## src/rtl/battle_attack_seq_pkg.sv

```systemverilog
`default_nettype none
// +----------------------------------------------------------------------+
// | Module  : battle_pkg                                                 |
// | Brief   : Shared battle types and the type-effectiveness function.   |
// | Revision: 1.0 - initial release                                      |
// +----------------------------------------------------------------------+
package battle_pkg;

    typedef enum logic [2:0] {
        T_GRASS    = 3'b000,
        T_FIRE     = 3'b001,
        T_WATER    = 3'b010,
        T_ELECTRIC = 3'b011,
        T_FLYING   = 3'b100,
        T_ROCK     = 3'b101,
        T_NORMAL   = 3'b110,
        T_NONE     = 3'b111
    } type_t;

    typedef enum logic [1:0] {
        EFF_NEUTRAL  = 2'b00,
        EFF_SUPER    = 2'b01,
        EFF_NOT_VERY = 2'b10
    } eff_t;

    // True when attacker type a is strong against defender type d.
    function automatic logic is_super(input type_t a, input type_t d);
        logic r;
        r = 1'b0;
        case ({a, d})
            {T_FIRE,     T_GRASS },
            {T_WATER,    T_FIRE  },
            {T_GRASS,    T_WATER },
            {T_ELECTRIC, T_WATER },
            {T_ELECTRIC, T_FLYING},
            {T_ROCK,     T_FIRE  },
            {T_ROCK,     T_FLYING},
            {T_GRASS,    T_ROCK  },
            {T_WATER,    T_ROCK  },
            {T_FLYING,   T_GRASS }: r = 1'b1;
            default:                r = 1'b0;
        endcase
        return r;
    endfunction

    // Not-very covers reversed super pairs and same-type grass/fire/water;
    // normal and none never appear in the table so they fall to neutral.
    function automatic eff_t effectiveness(input type_t atk_t, input type_t def_t);
        eff_t e;
        if (is_super(atk_t, def_t)) begin
            e = EFF_SUPER;
        end else if (is_super(def_t, atk_t) ||
                     ((atk_t == def_t) &&
                      ((atk_t == T_GRASS) || (atk_t == T_FIRE) || (atk_t == T_WATER)))) begin
            e = EFF_NOT_VERY;
        end else begin
            e = EFF_NEUTRAL;
        end
        return e;
    endfunction

endpackage
`default_nettype wire

```

## src/rtl/battle_attack_seq_if.sv

```systemverilog
`default_nettype none
// +----------------------------------------------------------------------+
// | Module  : battle_attack_seq_if                                       |
// | Brief   : Menu/lookup/display bundle for the attack sequencer.       |
// | Revision: 1.0 - initial release                                      |
// +----------------------------------------------------------------------+
interface battle_attack_seq_if #(
    parameter int HP_W = 8
);
    logic            req;
    logic [4:0]      atk_id;
    logic [4:0]      def_id;
    logic [HP_W-1:0] base_power;
    logic [HP_W-1:0] def_hp_in;
    logic [4:0]      lookup_id;
    logic [2:0]      lookup_type;
    logic            busy;
    logic [1:0]      eff;
    logic [HP_W-1:0] damage;
    logic [HP_W-1:0] hp_out;
    logic            done;
    logic            fainted;

    // System side: menu request, shared type lookup and display sink.
    modport master (
        output req, atk_id, def_id, base_power, def_hp_in, lookup_type,
        input  lookup_id, busy, eff, damage, hp_out, done, fainted
    );

    // Sequencer side.
    modport slave (
        input  req, atk_id, def_id, base_power, def_hp_in, lookup_type,
        output lookup_id, busy, eff, damage, hp_out, done, fainted
    );
endinterface
`default_nettype wire

```

## src/rtl/battle_attack_seq_hp_drain_ctr.sv

```systemverilog
`default_nettype none
// +----------------------------------------------------------------------+
// | Module  : hp_drain_ctr                                               |
// | Brief   : Clock divider plus remaining-damage and HP down-counters   |
// |           that stop at zero.                                         |
// | Revision: 1.0 - initial release                                      |
// +----------------------------------------------------------------------+
module hp_drain_ctr #(
    parameter int DRAIN_DIV = 4,
    parameter int HP_W      = 8
) (
    input  wire logic            clk,
    input  wire logic            rst,
    input  wire logic            i_hp_load,
    input  wire logic [HP_W-1:0] i_hp_init,
    input  wire logic            i_rem_load,
    input  wire logic [HP_W-1:0] i_rem_init,
    input  wire logic            i_en,
    output logic      [HP_W-1:0] o_hp,
    output logic                 o_fin
);
    localparam int                 c_DIV_W    = (DRAIN_DIV > 1) ? $clog2(DRAIN_DIV) : 1;
    localparam logic [c_DIV_W-1:0] c_DIV_LAST = c_DIV_W'(DRAIN_DIV - 1);

    logic [HP_W-1:0]    r_hp;
    logic [HP_W-1:0]    r_rem;
    logic [c_DIV_W-1:0] r_div;
    logic               w_zero;
    logic               w_tick;
    logic               w_last_step;

    // Decrement on divider wrap; fin is raised in the cycle that empties
    // either counter (or immediately if one is already empty).
    always_comb begin
        w_zero      = (r_rem == '0) || (r_hp == '0);
        w_tick      = i_en && !w_zero && (r_div == c_DIV_LAST);
        w_last_step = w_tick && ((r_rem == HP_W'(1)) || (r_hp == HP_W'(1)));
        o_fin       = i_en && (w_zero || w_last_step);
        o_hp        = r_hp;
    end

    // Counter state; the divider restarts whenever a new damage value loads.
    always_ff @(posedge clk) begin
        if (rst) begin
            r_hp  <= '0;
            r_rem <= '0;
            r_div <= '0;
        end else begin
            if (i_hp_load) begin
                r_hp <= i_hp_init;
            end else if (w_tick) begin
                r_hp <= r_hp - HP_W'(1);
            end

            if (i_rem_load) begin
                r_rem <= i_rem_init;
                r_div <= '0;
            end else if (w_tick) begin
                r_rem <= r_rem - HP_W'(1);
                r_div <= '0;
            end else if (i_en) begin
                r_div <= r_div + c_DIV_W'(1);
            end
        end
    end
endmodule
`default_nettype wire

```

## src/rtl/battle_attack_seq.sv

```systemverilog
`default_nettype none
// +----------------------------------------------------------------------+
// | Module  : battle_attack_seq                                          |
// | Brief   : Looks up attacker/defender types, scales damage and        |
// |           drains defender HP for display animation.                  |
// | Revision: 1.0 - initial release                                      |
// +----------------------------------------------------------------------+
module battle_attack_seq
    import battle_pkg::*;
#(
    parameter int DRAIN_DIV = 4,
    parameter int HP_W      = 8
) (
    input  wire logic         clk,
    input  wire logic         reset,
    battle_attack_seq_if.slave bus
);
    localparam logic [2:0] c_S_IDLE     = 3'd0;
    localparam logic [2:0] c_S_LOOK_ATK = 3'd1;
    localparam logic [2:0] c_S_LOOK_DEF = 3'd2;
    localparam logic [2:0] c_S_CALC     = 3'd3;
    localparam logic [2:0] c_S_DRAIN    = 3'd4;
    localparam logic [2:0] c_S_DONE     = 3'd5;

    logic [2:0]      r_state;
    logic [2:0]      w_next;
    logic [4:0]      r_atk_id;
    logic [4:0]      r_def_id;
    logic [HP_W-1:0] r_power;
    type_t           r_atk_t;
    type_t           r_def_t;
    eff_t            r_eff;
    logic [HP_W-1:0] r_damage;

    logic            w_accept;
    eff_t            w_eff;
    logic [HP_W:0]   w_dbl;
    logic [HP_W-1:0] w_half;
    logic [HP_W-1:0] w_dmg;
    logic [HP_W-1:0] w_hp;
    logic            w_fin;

    assign w_accept = (r_state == c_S_IDLE) && bus.req;

    // State register.
    always_ff @(posedge clk) begin
        if (reset) begin
            r_state <= c_S_IDLE;
        end else begin
            r_state <= w_next;
        end
    end

    // Next-state logic; req outside IDLE (including DONE) is dropped.
    always_comb begin
        w_next = r_state;
        case (r_state)
            c_S_IDLE:     if (bus.req) w_next = c_S_LOOK_ATK;
            c_S_LOOK_ATK: w_next = c_S_LOOK_DEF;
            c_S_LOOK_DEF: w_next = c_S_CALC;
            c_S_CALC:     w_next = c_S_DRAIN;
            c_S_DRAIN:    if (w_fin) w_next = c_S_DONE;
            c_S_DONE:     w_next = c_S_IDLE;
            default:      w_next = c_S_IDLE;
        endcase
    end

    // State-decoded outputs, including the shared lookup address.
    always_comb begin
        bus.busy      = (r_state == c_S_LOOK_ATK) || (r_state == c_S_LOOK_DEF) ||
                        (r_state == c_S_CALC)     || (r_state == c_S_DRAIN);
        bus.done      = (r_state == c_S_DONE);
        bus.fainted   = (r_state == c_S_DONE) && (w_hp == '0);
        bus.lookup_id = 5'd0;
        if (r_state == c_S_LOOK_ATK) bus.lookup_id = r_atk_id;
        if (r_state == c_S_LOOK_DEF) bus.lookup_id = r_def_id;
    end

    // Damage scaling: super doubles with saturation, not-very halves but
    // never rounds a non-zero power down to zero.
    always_comb begin
        w_eff  = effectiveness(r_atk_t, r_def_t);
        w_dbl  = {1'b0, r_power} << 1;
        w_half = r_power >> 1;
        case (w_eff)
            EFF_SUPER:    w_dmg = w_dbl[HP_W] ? '1 : w_dbl[HP_W-1:0];
            EFF_NOT_VERY: w_dmg = ((r_power != '0) && (w_half == '0)) ? HP_W'(1) : w_half;
            default:      w_dmg = r_power;
        endcase
    end

    // Request capture, type registration and result hold.
    always_ff @(posedge clk) begin
        if (reset) begin
            r_atk_id <= '0;
            r_def_id <= '0;
            r_power  <= '0;
            r_atk_t  <= T_GRASS;
            r_def_t  <= T_GRASS;
            r_eff    <= EFF_NEUTRAL;
            r_damage <= '0;
        end else begin
            if (w_accept) begin
                r_atk_id <= bus.atk_id;
                r_def_id <= bus.def_id;
                r_power  <= bus.base_power;
            end
            if (r_state == c_S_LOOK_ATK) r_atk_t <= type_t'(bus.lookup_type);
            if (r_state == c_S_LOOK_DEF) r_def_t <= type_t'(bus.lookup_type);
            if (r_state == c_S_CALC) begin
                r_eff    <= w_eff;
                r_damage <= w_dmg;
            end
        end
    end

    hp_drain_ctr #(
        .DRAIN_DIV (DRAIN_DIV),
        .HP_W      (HP_W)
    ) u_drain (
        .clk        (clk),
        .rst        (reset),
        .i_hp_load  (w_accept),
        .i_hp_init  (bus.def_hp_in),
        .i_rem_load (r_state == c_S_CALC),
        .i_rem_init (w_dmg),
        .i_en       (r_state == c_S_DRAIN),
        .o_hp       (w_hp),
        .o_fin      (w_fin)
    );

    assign bus.eff    = r_eff;
    assign bus.damage = r_damage;
    assign bus.hp_out = w_hp;
endmodule
`default_nettype wire

```

## src/flat_wrapper.sv

```systemverilog
// flat-port wrapper written by rule: the top's interface ports become plain ports
module battle_attack_seq_flat import battle_pkg::*;
#(
    parameter int DRAIN_DIV = 4,
    parameter int HP_W      = 8
)
  (clk, reset, bus_req, bus_atk_id, bus_def_id, bus_base_power, bus_def_hp_in, bus_lookup_type, bus_lookup_id, bus_busy, bus_eff, bus_damage, bus_hp_out, bus_done, bus_fainted);
  battle_attack_seq_if #(.HP_W(HP_W)) bus_i ();
  input  wire logic clk;
  input  wire logic reset;
  input wire logic [$bits(bus_i.req)-1:0] bus_req;
  input wire logic [$bits(bus_i.atk_id)-1:0] bus_atk_id;
  input wire logic [$bits(bus_i.def_id)-1:0] bus_def_id;
  input wire logic [$bits(bus_i.base_power)-1:0] bus_base_power;
  input wire logic [$bits(bus_i.def_hp_in)-1:0] bus_def_hp_in;
  input wire logic [$bits(bus_i.lookup_type)-1:0] bus_lookup_type;
  output wire logic [$bits(bus_i.lookup_id)-1:0] bus_lookup_id;
  output wire logic [$bits(bus_i.busy)-1:0] bus_busy;
  output wire logic [$bits(bus_i.eff)-1:0] bus_eff;
  output wire logic [$bits(bus_i.damage)-1:0] bus_damage;
  output wire logic [$bits(bus_i.hp_out)-1:0] bus_hp_out;
  output wire logic [$bits(bus_i.done)-1:0] bus_done;
  output wire logic [$bits(bus_i.fainted)-1:0] bus_fainted;
  assign bus_i.req = bus_req;
  assign bus_i.atk_id = bus_atk_id;
  assign bus_i.def_id = bus_def_id;
  assign bus_i.base_power = bus_base_power;
  assign bus_i.def_hp_in = bus_def_hp_in;
  assign bus_i.lookup_type = bus_lookup_type;
  assign bus_lookup_id = bus_i.lookup_id;
  assign bus_busy = bus_i.busy;
  assign bus_eff = bus_i.eff;
  assign bus_damage = bus_i.damage;
  assign bus_hp_out = bus_i.hp_out;
  assign bus_done = bus_i.done;
  assign bus_fainted = bus_i.fainted;
  battle_attack_seq #(.DRAIN_DIV(DRAIN_DIV), .HP_W(HP_W)) u_core (.clk(clk), .reset(reset), .bus(bus_i));
endmodule
```

## config.mk

```make
export PLATFORM = sky130hd
export DESIGN_NAME = battle_attack_seq_flat
export DESIGN_NICKNAME = d
export VERILOG_FILES = /design/src/rtl/battle_attack_seq_pkg.sv /design/src/rtl/battle_attack_seq_if.sv /design/src/rtl/battle_attack_seq_hp_drain_ctr.sv /design/src/rtl/battle_attack_seq.sv /design/src/flat_wrapper.sv
export SDC_FILE = /design/constraint.sdc
export NUM_CORES = 1
export LEC_CHECK = 0
export ABC_AREA = 1
export BUFFER_PORTS_ARGS = -buffer_cell sky130_fd_sc_hd__buf_4
export CORE_MARGIN = 2
export CORE_UTILIZATION = 38
export CTS_CLUSTER_SIZE = 28
export DETAILED_ROUTE_END_ITERATION = 7
export HOLD_SLACK_MARGIN = 0.03
export SYNTH_ARGS = -nofsm -noshare
export SYNTH_HDL_FRONTEND = slang
export SYNTH_HIERARCHICAL = 1
export SYNTH_SLANG_ARGS = --single-unit
```

## constraint.sdc

```tcl
create_clock -name clk -period 3.6 [get_ports clk]
set_clock_uncertainty 0.15 [all_clocks]
set_input_delay 0.72 -clock clk [delete_from_list [all_inputs] [get_ports clk]]
set_output_delay 0.72 -clock clk [all_outputs]
set_load 0.02 [all_outputs]
```

==> flow_metrics.tcl, run 1 <==
set metrics [dict create \
    rsz0062_at_grt "false" \
    grt_start_max_net_pins 38 \
    place_hpwl_mm 5.97 \
    start_util_pct 38.9 \
    ys_top_cells_by_count "nand2_1, inv_1, dfxtp_1" \
    fillers 902 \
    dpl.cell_count 671 \
    synth.most_common_cell "nand2_1" \
    min_period_ps 2580 \
    post-cts-setup-buffers 0 \
    worst_ir_drop_vdd_mv 0.282 \
    min_from "u_core/r_def_id[0]" \
    crit_path_start_kind "flip-flop" \
    syn_inst 519 \
    synth_top_area_share_pct 32.8 \
    crit_chain "inv_1, nor3_1, inv_1, nand3_1, buf_4" \
    pwr-share-comb_pct 55.7 \
    routed_wl_mm 7.90 \
    cts_sinks 55 \
    vias 3307 \
    ys_seq_area_share_pct 32.8 \
    cts_tree "yes" \
    setup_viol 0 \
    startpoint "u_core/r_state[2]" \
    fin_crit_sh_pct 71.8 \
    fp-row-count 34 \
    synth_cell_type_count 39 \
    cts-resized-gates 0 \
    ys.flop_type "dfxtp_1" \
    p_sw_uw 1380 \
    whs_ps 310 \
    status "finished, final reports clean" \
    layout.cells.non_filler 679 \
    synth_edf_count 0 \
    clock_latency_ps 300 \
    worstSetupEndpointType "primary output" \
    ant_nets 0 \
    grt_util_met3_pct 2.86 \
    crit_path_top_delay_cell "nor3_1" \
    cp.buffers_inverters 3 \
    slew_violations 0 \
    slowest_delay_ps 480 \
    hold_path_class "reg -> reg" \
    diodes 0 \
    p_int_uw 1490 \
    clockBufferDepth 2 \
    core_um2 8640 \
    wl_per_cell_um 11.6 \
    power_frac_clock_pct 13.1 \
    switching_share_pct 48.2 \
    yosys_warnings 6 \
    avgSynthCellArea_um2 6.47 \
    netlist_top_cells_area "dfxtp_1, nand2_1, inv_1" \
    antenna_found_initial 0 \
    io_pins 58 \
    timing.fmax_mhz 387 \
    portBuffers 57 \
    use_met1_pct 22.4 \
    cts_made_buffers 5 \
    cap_viol_max_count 0 \
    fp.dieW_um 98.0 \
    drt-pass1-iter-count 5 \
    cp.required_ps 2730 \
    grt_util_met2_pct 28.5 \
    gp_congestion 0.887 \
    path_max_fanout 5 \
    dpl_cell_area_um2 3880 \
    async_flop_share_pct 0 \
    die_h_um 98.0 \
    grt_pass1_wl_mm 13.7 \
    drtIter0Drc 151 \
    synth_nets 558 \
    clockRootBuffer "clkbuf_8" \
    busiest_layer "met2" \
    area_growth_pct 18.6 \
    final.setup.tns_ps 0 \
    crit_arrival_ps 1710 \
    multi_input_area_um2 1890 \
    crit_top_cell "inv_1" \
    power_frac_seq_pct 31.1 \
    grt_usage_pct 16.8 \
    hold_viol_final 0 \
    routed_via_density 4.87 \
    r2r-start "u_core/r_state[1]" \
    syn_area_um2 3360 \
    yosysTopAreaCell "dfxtp_1" \
    drc 0 \
    critPathKind "reg -> out" \
    overflow 0 \
    final-seq-area_um2 1100 \
    h-tree-depth 2 \
    dieArea_um2 9600 \
    timing.slew.headroom_pct 58.0 \
    cts_hold_buf 0 \
    synth.ff_latch_count 55 \
    crit_family "simple AND/OR/NAND/NOR gates" \
    stdcell_area_um2 3980 \
    path_clk_slew_ps 100 \
    grt_pass1_vias 3098 \
    p_per_area_nw_per_um2 721 \
    tightest_slew_ps 629 \
    finalNetCount 609 \
    p_leak_uw 0.00195 \
    drive_gt1_share_pct 20.3 \
]
[worst min-delay path: stages, from the launching register on]
cell and delay [ps]:
dfxtp_1 310, inv_1 60, a21oi_1 50
[cell families after synthesis]
| kind of cell | share of synthesized area, % |
|---|---|
| adder cells (fa/ha/maj) | 2.61 |
| buffers and inverters | 11.0 |
| flip-flops | 32.8 |
| AO/OA/AOI/OAI | 14.5 |
| XOR/XNOR | 1.04 |
| AND/OR/NAND/NOR | 37.7 |
| multiplexers | 0.298 |
[power by group through the flow]
stage | clock (uW) | combinational, uW | sequential (uW)
floorplan | 0 | 1200 | 919
global placement | 0 | 1570 | 903
detailed placement | 0 | 1600 | 906
CTS | 394 | 1610 | 892
global route | 416 | 1820 | 918
finish | 377 | 1600 | 894
[routing by layer]
layer / vias up / routed length [um]
met4: 0 / 36
met1: 1470 / 3840
met2: 78 / 3610
li1: 1757 / -
met3: 2 / 409
met5: - / 0
[layout by cell type (no fill, tap or decap), drive strengths merged, types with 3 or more instances in the layout]
cell type and count:
buf 59, clkbuf 8, o21ai 41, ha 7
nor3 4, nand3 52, nand2 141, dfxtp 55
a21oi 39, nand4 4, inv 79, nor2 58
o22ai 6, o211ai 3
[registers in the layout, summed over array words and instances, names as in the netlist]
| register | count |
|---|---|
| u_core/bus.damage | 8 |
| u_core/r_power | 8 |
| u_core/u_drain/o_hp | 8 |
| u_core/u_drain/r_rem | 8 |
| u_core/r_atk_id | 5 |
| u_core/r_def_id | 5 |
| u_core/r_atk_t | 3 |
| u_core/r_def_t | 3 |
| u_core/r_state | 3 |
| u_core/bus.eff | 2 |
| u_core/u_drain/r_div | 2 |
[path summary, 6_finish.rpt]
kind	to	slack, ps	cells past startpoint
worst min-delay path	u_core/r_def_id[0]	310	2
worst max-delay path	bus_busy	1020	5
worst max register to register	u_core/u_drain/r_rem[6]	1390	8
worst min register to register	u_core/r_def_id[0]	310	2
[per-stage QoR]
| stage | utilization [%] | total power [uW] | worst slack [ps] |
|---|---|---|---|
| 3_5_place_dp | 44.9 | 2500 | 1180 |
| 2_1_floorplan | - | 2120 | 1400 |
| 3_3_place_gp | 44.9 | 2480 | 1230 |
| 4_1_cts | 46.1 | 2890 | 982 |
| 5_1_grt | 46.1 | 3150 | 817 |
| 6_report | 46.1 | 2870 | 1020 |
[final cells by class]
type                    instances  share of cell area [%]
clock buffers                   8                    2.52
repair buffers                 59                    11.1
flip-flops and latches         55                    27.7
multi-input cells             368                    47.5
inverters                      81                    7.77
well taps                     108                    3.40
Power figures use the tool's default switching activity.
==> run 2, diff against run 1 <==
Settings changed: ABC_AREA 1 to 0.
Clock period 3.6 ns to 2.4 ns, I/O delays scaled along.
==> run 2 against run 1 <==
Final area shrank 6.3%. Non-clock buffer count grew 12. Core utilization grew 1.9 points. Wire length shrank 6.4%. Final cell count shrank 22%. Die area shrank 8.6%. Sequential power grew 16%. Critical path depth grew 3. Synthesized area shrank 9.0%. Critical endpoint is now u_core/u_drain/r_rem[2].
==> flow_metrics.tcl, run 2 <==
set metrics [dict create \
    slew_violations 0 \
    h-tree-depth 2 \
    synthXorXnorAreaFrac_pct 3.15 \
    synth.most_common_cell "nor2_1" \
    path_max_fanout 12 \
    layout.cells.most_common "buf_4" \
    final_cell_mix "buf_4, nor2_1, dfxtp_1" \
    layout.cells.non_filler 531 \
    fp.dieW_um 93.7 \
    drtIter0Drc 139 \
    finalNetCount 467 \
    io_pins 58 \
    hold_viol_final 0 \
    worstSetupEndpointType "flip-flop" \
    crit_arrival_ps 2290 \
    muxShareOfSynthArea_pct 2.62 \
    p_per_area_nw_per_um2 602 \
    drt-pass1-iter-count 4 \
    dpl_cell_area_um2 3560 \
    min_to "u_core/r_power[1]" \
    stdcell_area_um2 3730 \
    path_clk_slew_ps 100 \
    antenna_found_initial 0 \
    area_growth_pct 22.1 \
    place_hpwl_mm 5.38 \
    crit_path_start_kind "flip-flop" \
    critPathKind "reg -> reg" \
    status "finished, final reports clean" \
    routed_via_density 5.35 \
    timing.fmax_mhz 443 \
    post_synth_and_or_nand_nor_area_fraction_pct 29.1 \
    synth_edf_count 0 \
    portBuffers 57 \
    grt_pass1_wl_mm 12.7 \
    diodes 0 \
    min_period_ps 2250 \
    tightest_slew_ps 609 \
    ys_top_cells_by_count "nor2_1, dfxtp_1, nand2_1" \
    synth.ff_latch_count 55 \
    dieArea_um2 8770 \
    hold_depth 3 \
    clock_latency_ps 310 \
    synth_compound_area_share_pct 20.1 \
    yosys_warnings 6 \
    netlist_top_cells_area "dfxtp_1, nor2_1, nand2_1" \
    drive_gt1_share_pct 24.9 \
    vias 2841 \
    ys.flop_type "dfxtp_1" \
    start_util_pct 39.3 \
    fillers 811 \
    timing.slew.headroom_pct 59.4 \
    synth_top_family_by_area "simple AND/OR/NAND/NOR gates" \
    wl_per_cell_um 13.9 \
    fp-row-count 32 \
    synth_fa_ha_area_share_pct 2.87 \
    core_um2 7770 \
    p_leak_uw 0.00143 \
    worst_ir_drop_vdd_mv 0.248 \
    cts_hold_buf 0 \
    dpl.cell_count 520 \
    synth_nets 414 \
    synth_top_area_share_pct 36.1 \
    syn_inst 375 \
    gp_congestion 0.844 \
    min_from "bus_base_power[1]" \
    grt_pass1_vias 2739 \
    die_h_um 93.7 \
    r2r-end "u_core/u_drain/r_rem[2]" \
    fin_crit_sh_pct 94.0 \
    yosysTopAreaCell "dfxtp_1" \
    hold_path_class "in -> reg" \
    syn_area_um2 3050 \
    grt_start_max_net_pins 57 \
    routed_wl_mm 7.40 \
    ant_nets 0 \
    overflow 0 \
    async_flop_share_pct 0 \
    cts_made_buffers 5 \
    ys_seq_area_share_pct 36.1 \
    rrSetupSlack_ps 150 \
    synth_cell_type_count 59 \
    r2r-start "u_core/r_def_t[2]" \
    cap_viol_max_count 0 \
    cp.required_ps 2430 \
    clockRootBuffer "clkbuf_8" \
    drc 0 \
    cts_tree "yes" \
    avgSynthCellArea_um2 8.14 \
    reg2regPathDepth 8 \
    cts_sinks 55 \
    clockBufferDepth 2 \
    final.setup.tns_ps 0 \
    setup_viol 0 \
    grt_usage_pct 17.7 \
    rsz0062_at_grt "false" \
    final_core_util_pct 48.0 \
]
## run 2: logic make-up after synthesis
logic type	Yosys count
multiplexers	8
XOR/XNOR	11
AND/OR/NAND/NOR	175
AO/OA/AOI/OAI	79
buffers and inverters	40
adder cells (fa/ha/maj)	7
flip-flops	55
## run 2: critical path: stages (launching register included)
cell      delay (ps)
dfxtp_4          420
nor2_1            70
or4b_4           510
o221ai_4         250
nor3_4           100
buf_4            160
a221o_1          330
nor2_1           100
nor3_1            50
## run 2: what timing repair did
item / CTS / global route
setup endpoints to repair: 1 / 16
setup buffers: 0 / 2
gates cloned: 0 / 1
pin swaps: 0 / 2
endpoints found under the hold margin: 0 / 0
gates resized for setup: 1 / 9
## run 2: cell type report
class	instances	area, um^2	share of cell area (%)
Clock buffer	5	68.8	1.85
Multi-Input combinational cell	281	1790	48.0
Tap cell	102	128	3.42
Sequential cell	55	1110	29.8
Timing Repair Buffer	71	533	14.3
Clock inverter	3	46.3	1.24
Inverter	14	52.6	1.41
## run 2: worst max path at each step
stage	start	end	slack, ps	cells past startpoint
global placement	u_core/r_def_t[2]	u_core/u_drain/r_rem[5]	110	7
finish	u_core/r_def_t[2]	u_core/u_drain/r_rem[2]	150	8
floorplan	u_core/r_state[1]	u_core/u_drain/r_rem[6]	110	9
global route	u_core/r_state[0]	u_core/u_drain/r_rem[6]	2	7
CTS	u_core/r_def_t[0]	u_core/u_drain/r_rem[5]	20	7
detailed placement	u_core/r_def_t[2]	u_core/u_drain/r_rem[5]	20	7
## run 2: through the flow
| step | total power, uW | worst slack (ps) | hold WS [ps] |
|---|---|---|---|
| 6_report | 2250 | 145 | 250 |
| 3_3_place_gp | 1610 | 107 | 296 |
| 5_1_grt | 2380 | 2.07 | 248 |
| 4_1_cts | 2270 | 19.9 | 239 |
| 3_5_place_dp | 1620 | 24.3 | 297 |
| 2_1_floorplan | 1450 | 110 | 286 |
## run 2: power by group
group / total (uW) / switching [uW] / internal (uW)
Clock: 633 / 318 / 315
Sequential: 1040 / 67.3 / 972
Combinational: 574 / 324 / 250
## run 2: layer usage
metal	vias up	track usage (%)	share of wire, %
met5	-	0	0
met4	0	4.35	0.99
met3	8	2.49	3.0
met2	46	30.5	50
met1	1346	23.3	46
li1	1441	-	-
==> run 3, diff against run 2 <==
Settings changed: ABC_AREA 0 to 1, SKIP_CTS_REPAIR_TIMING set to 1.
==> run 3 against run 2 <==
Sequential share of layout area shrank 2.4 points. Critical path depth shrank 4. Sequential power grew 29%. Flip-flop and latch count is the same. Core utilization shrank 1.5 points. Worst hold slack gained 38 ps. Setup slack gained 9.7 ps. Via count grew 17%. Clock power grew 3%.
==> flow_metrics.tcl, run 3 (synthesis gave the netlist of run 1 again) <==
set metrics [dict create \
    min_from "bus_atk_id[1]" \
    crit_path_start_kind "flip-flop" \
    p_per_area_nw_per_um2 1100 \
    wl_per_cell_um 11.8 \
    dpl.cell_count 673 \
    gp_congestion 0.813 \
    p_sw_uw 2090 \
    antenna_found_initial 0 \
    clockBufferDepth 2 \
    final_core_util_pct 46.5 \
    grt_start_max_net_pins 37 \
    drt-pass1-iter-count 4 \
    drc 0 \
    pwr-share-comb_pct 54.8 \
    io_pins 58 \
    vias 3315 \
    timing.fmax_mhz 445 \
    die_h_um 98.0 \
    place_hpwl_mm 5.97 \
    min_period_ps 2250 \
    final_cell_mix "nand2_1, inv_1, buf_4" \
    start_util_pct 38.9 \
    core_um2 8640 \
    switching_share_pct 47.4 \
    diodes 0 \
    drive_gt1_share_pct 20.9 \
    path_max_fanout 13 \
    ant_nets 0 \
    fin_crit_sh_pct 93.5 \
    power_frac_seq_pct 30.4 \
    fp-row-count 34 \
    power_frac_clock_pct 14.8 \
    startpoint "u_core/r_state[2]" \
    rsz0062_at_grt "false" \
    grt_pass1_wl_mm 13.9 \
    use_met1_pct 21.7 \
    crit_arrival_ps 1620 \
    p_int_uw 2320 \
    fp.dieW_um 98.0 \
    dieArea_um2 9600 \
    cp.required_ps 1770 \
    clockRootBuffer "clkbuf_8" \
    tightest_slew_ps 635 \
    portBuffers 57 \
    status "finished, final reports clean" \
    cts_made_buffers 5 \
    grt_util_met2_pct 29.5 \
    p_leak_uw 0.00198 \
    setup_viol 0 \
    whs_ps 288 \
    layout.cells.non_filler 681 \
    clock_latency_ps 310 \
    path_clk_slew_ps 100 \
    grt_util_met3_pct 3.79 \
    h-tree-depth 2 \
    cts_sinks 55 \
    r2r-start "u_core/r_def_t[1]" \
    finalNetCount 611 \
    layout.cells.most_common "nand2_1" \
    busiest_layer "met2" \
    drtIter0Drc 99 \
    routed_via_density 4.87 \
    worst_ir_drop_vdd_mv 0.378 \
    overflow 0 \
    worstSetupEndpointType "primary output" \
    cap_viol_max_count 0 \
    final.setup.tns_ps 0 \
    hold_viol_final 0 \
    area_growth_pct 19.7 \
    cts_tree "yes" \
    critPathKind "reg -> out" \
    timing.slew.headroom_pct 57.6 \
    slew_violations 0 \
    grt_usage_pct 17.2 \
    hold_path_class "in -> reg" \
    grt_pass1_vias 3164 \
    routed_wl_mm 8.05 \
]
==> run 3: critical path, stage by stage, from the launching register on <==
cell,delay [ps]
dfxtp_1,350
nor2_1,180
nand2_1,310
o22ai_1,280
buf_4,180
==> run 3: power by group through the flow <==
| stage | Sequential [uW] | Clock, uW | Combinational, uW |
|---|---|---|---|
| after floorplan | 1380 | 0 | 1810 |
| after global placement | 1350 | 0 | 2380 |
| after detailed placement | 1360 | 0 | 2410 |
| after CTS | 1330 | 676 | 2420 |
| after global routing | 1370 | 717 | 2740 |
| final | 1340 | 651 | 2410 |
==> run 3: stage by stage <==
stage	setup slack (ps)	instance area, um^2	total power (uW)
after floorplan	440	3360	3190
after global placement	444	3890	3730
after detailed placement	454	3890	3760
after CTS	82.5	4010	4430
after global routing	40.6	4020	4830
final	155	4020	4400
==> run 3: area by class of cell <==
cell class                      instances  area [um^2]
Inverter                               81          309
Clock inverter                          2         35.0
Multi-Input combinational cell        368         1900
Timing Repair Buffer                   61          458
Tap cell                              108          135
Clock buffer                            6         82.6
Fill cell                             917         4620
Sequential cell                        55         1100
==> run 3: routing by layer <==
metal	wire length [um]	vias up
met5	0	-
met4	87	0
met3	492	8
met2	3720	88
met1	3750	1463
li1	-	1756
==> run 3: worst paths after layout <==
| check | to | depth (start not counted) | slack, ps |
|---|---|---|---|
| setup / recovery | bus_lookup_id[1] | 4 | 150 |
| hold / removal | u_core/r_atk_id[1] | 3 | 290 |
| setup reg to reg | u_core/u_drain/r_rem[2] | 13 | 420 |
| hold reg to reg | u_core/r_atk_id[1] | 2 | 310 |
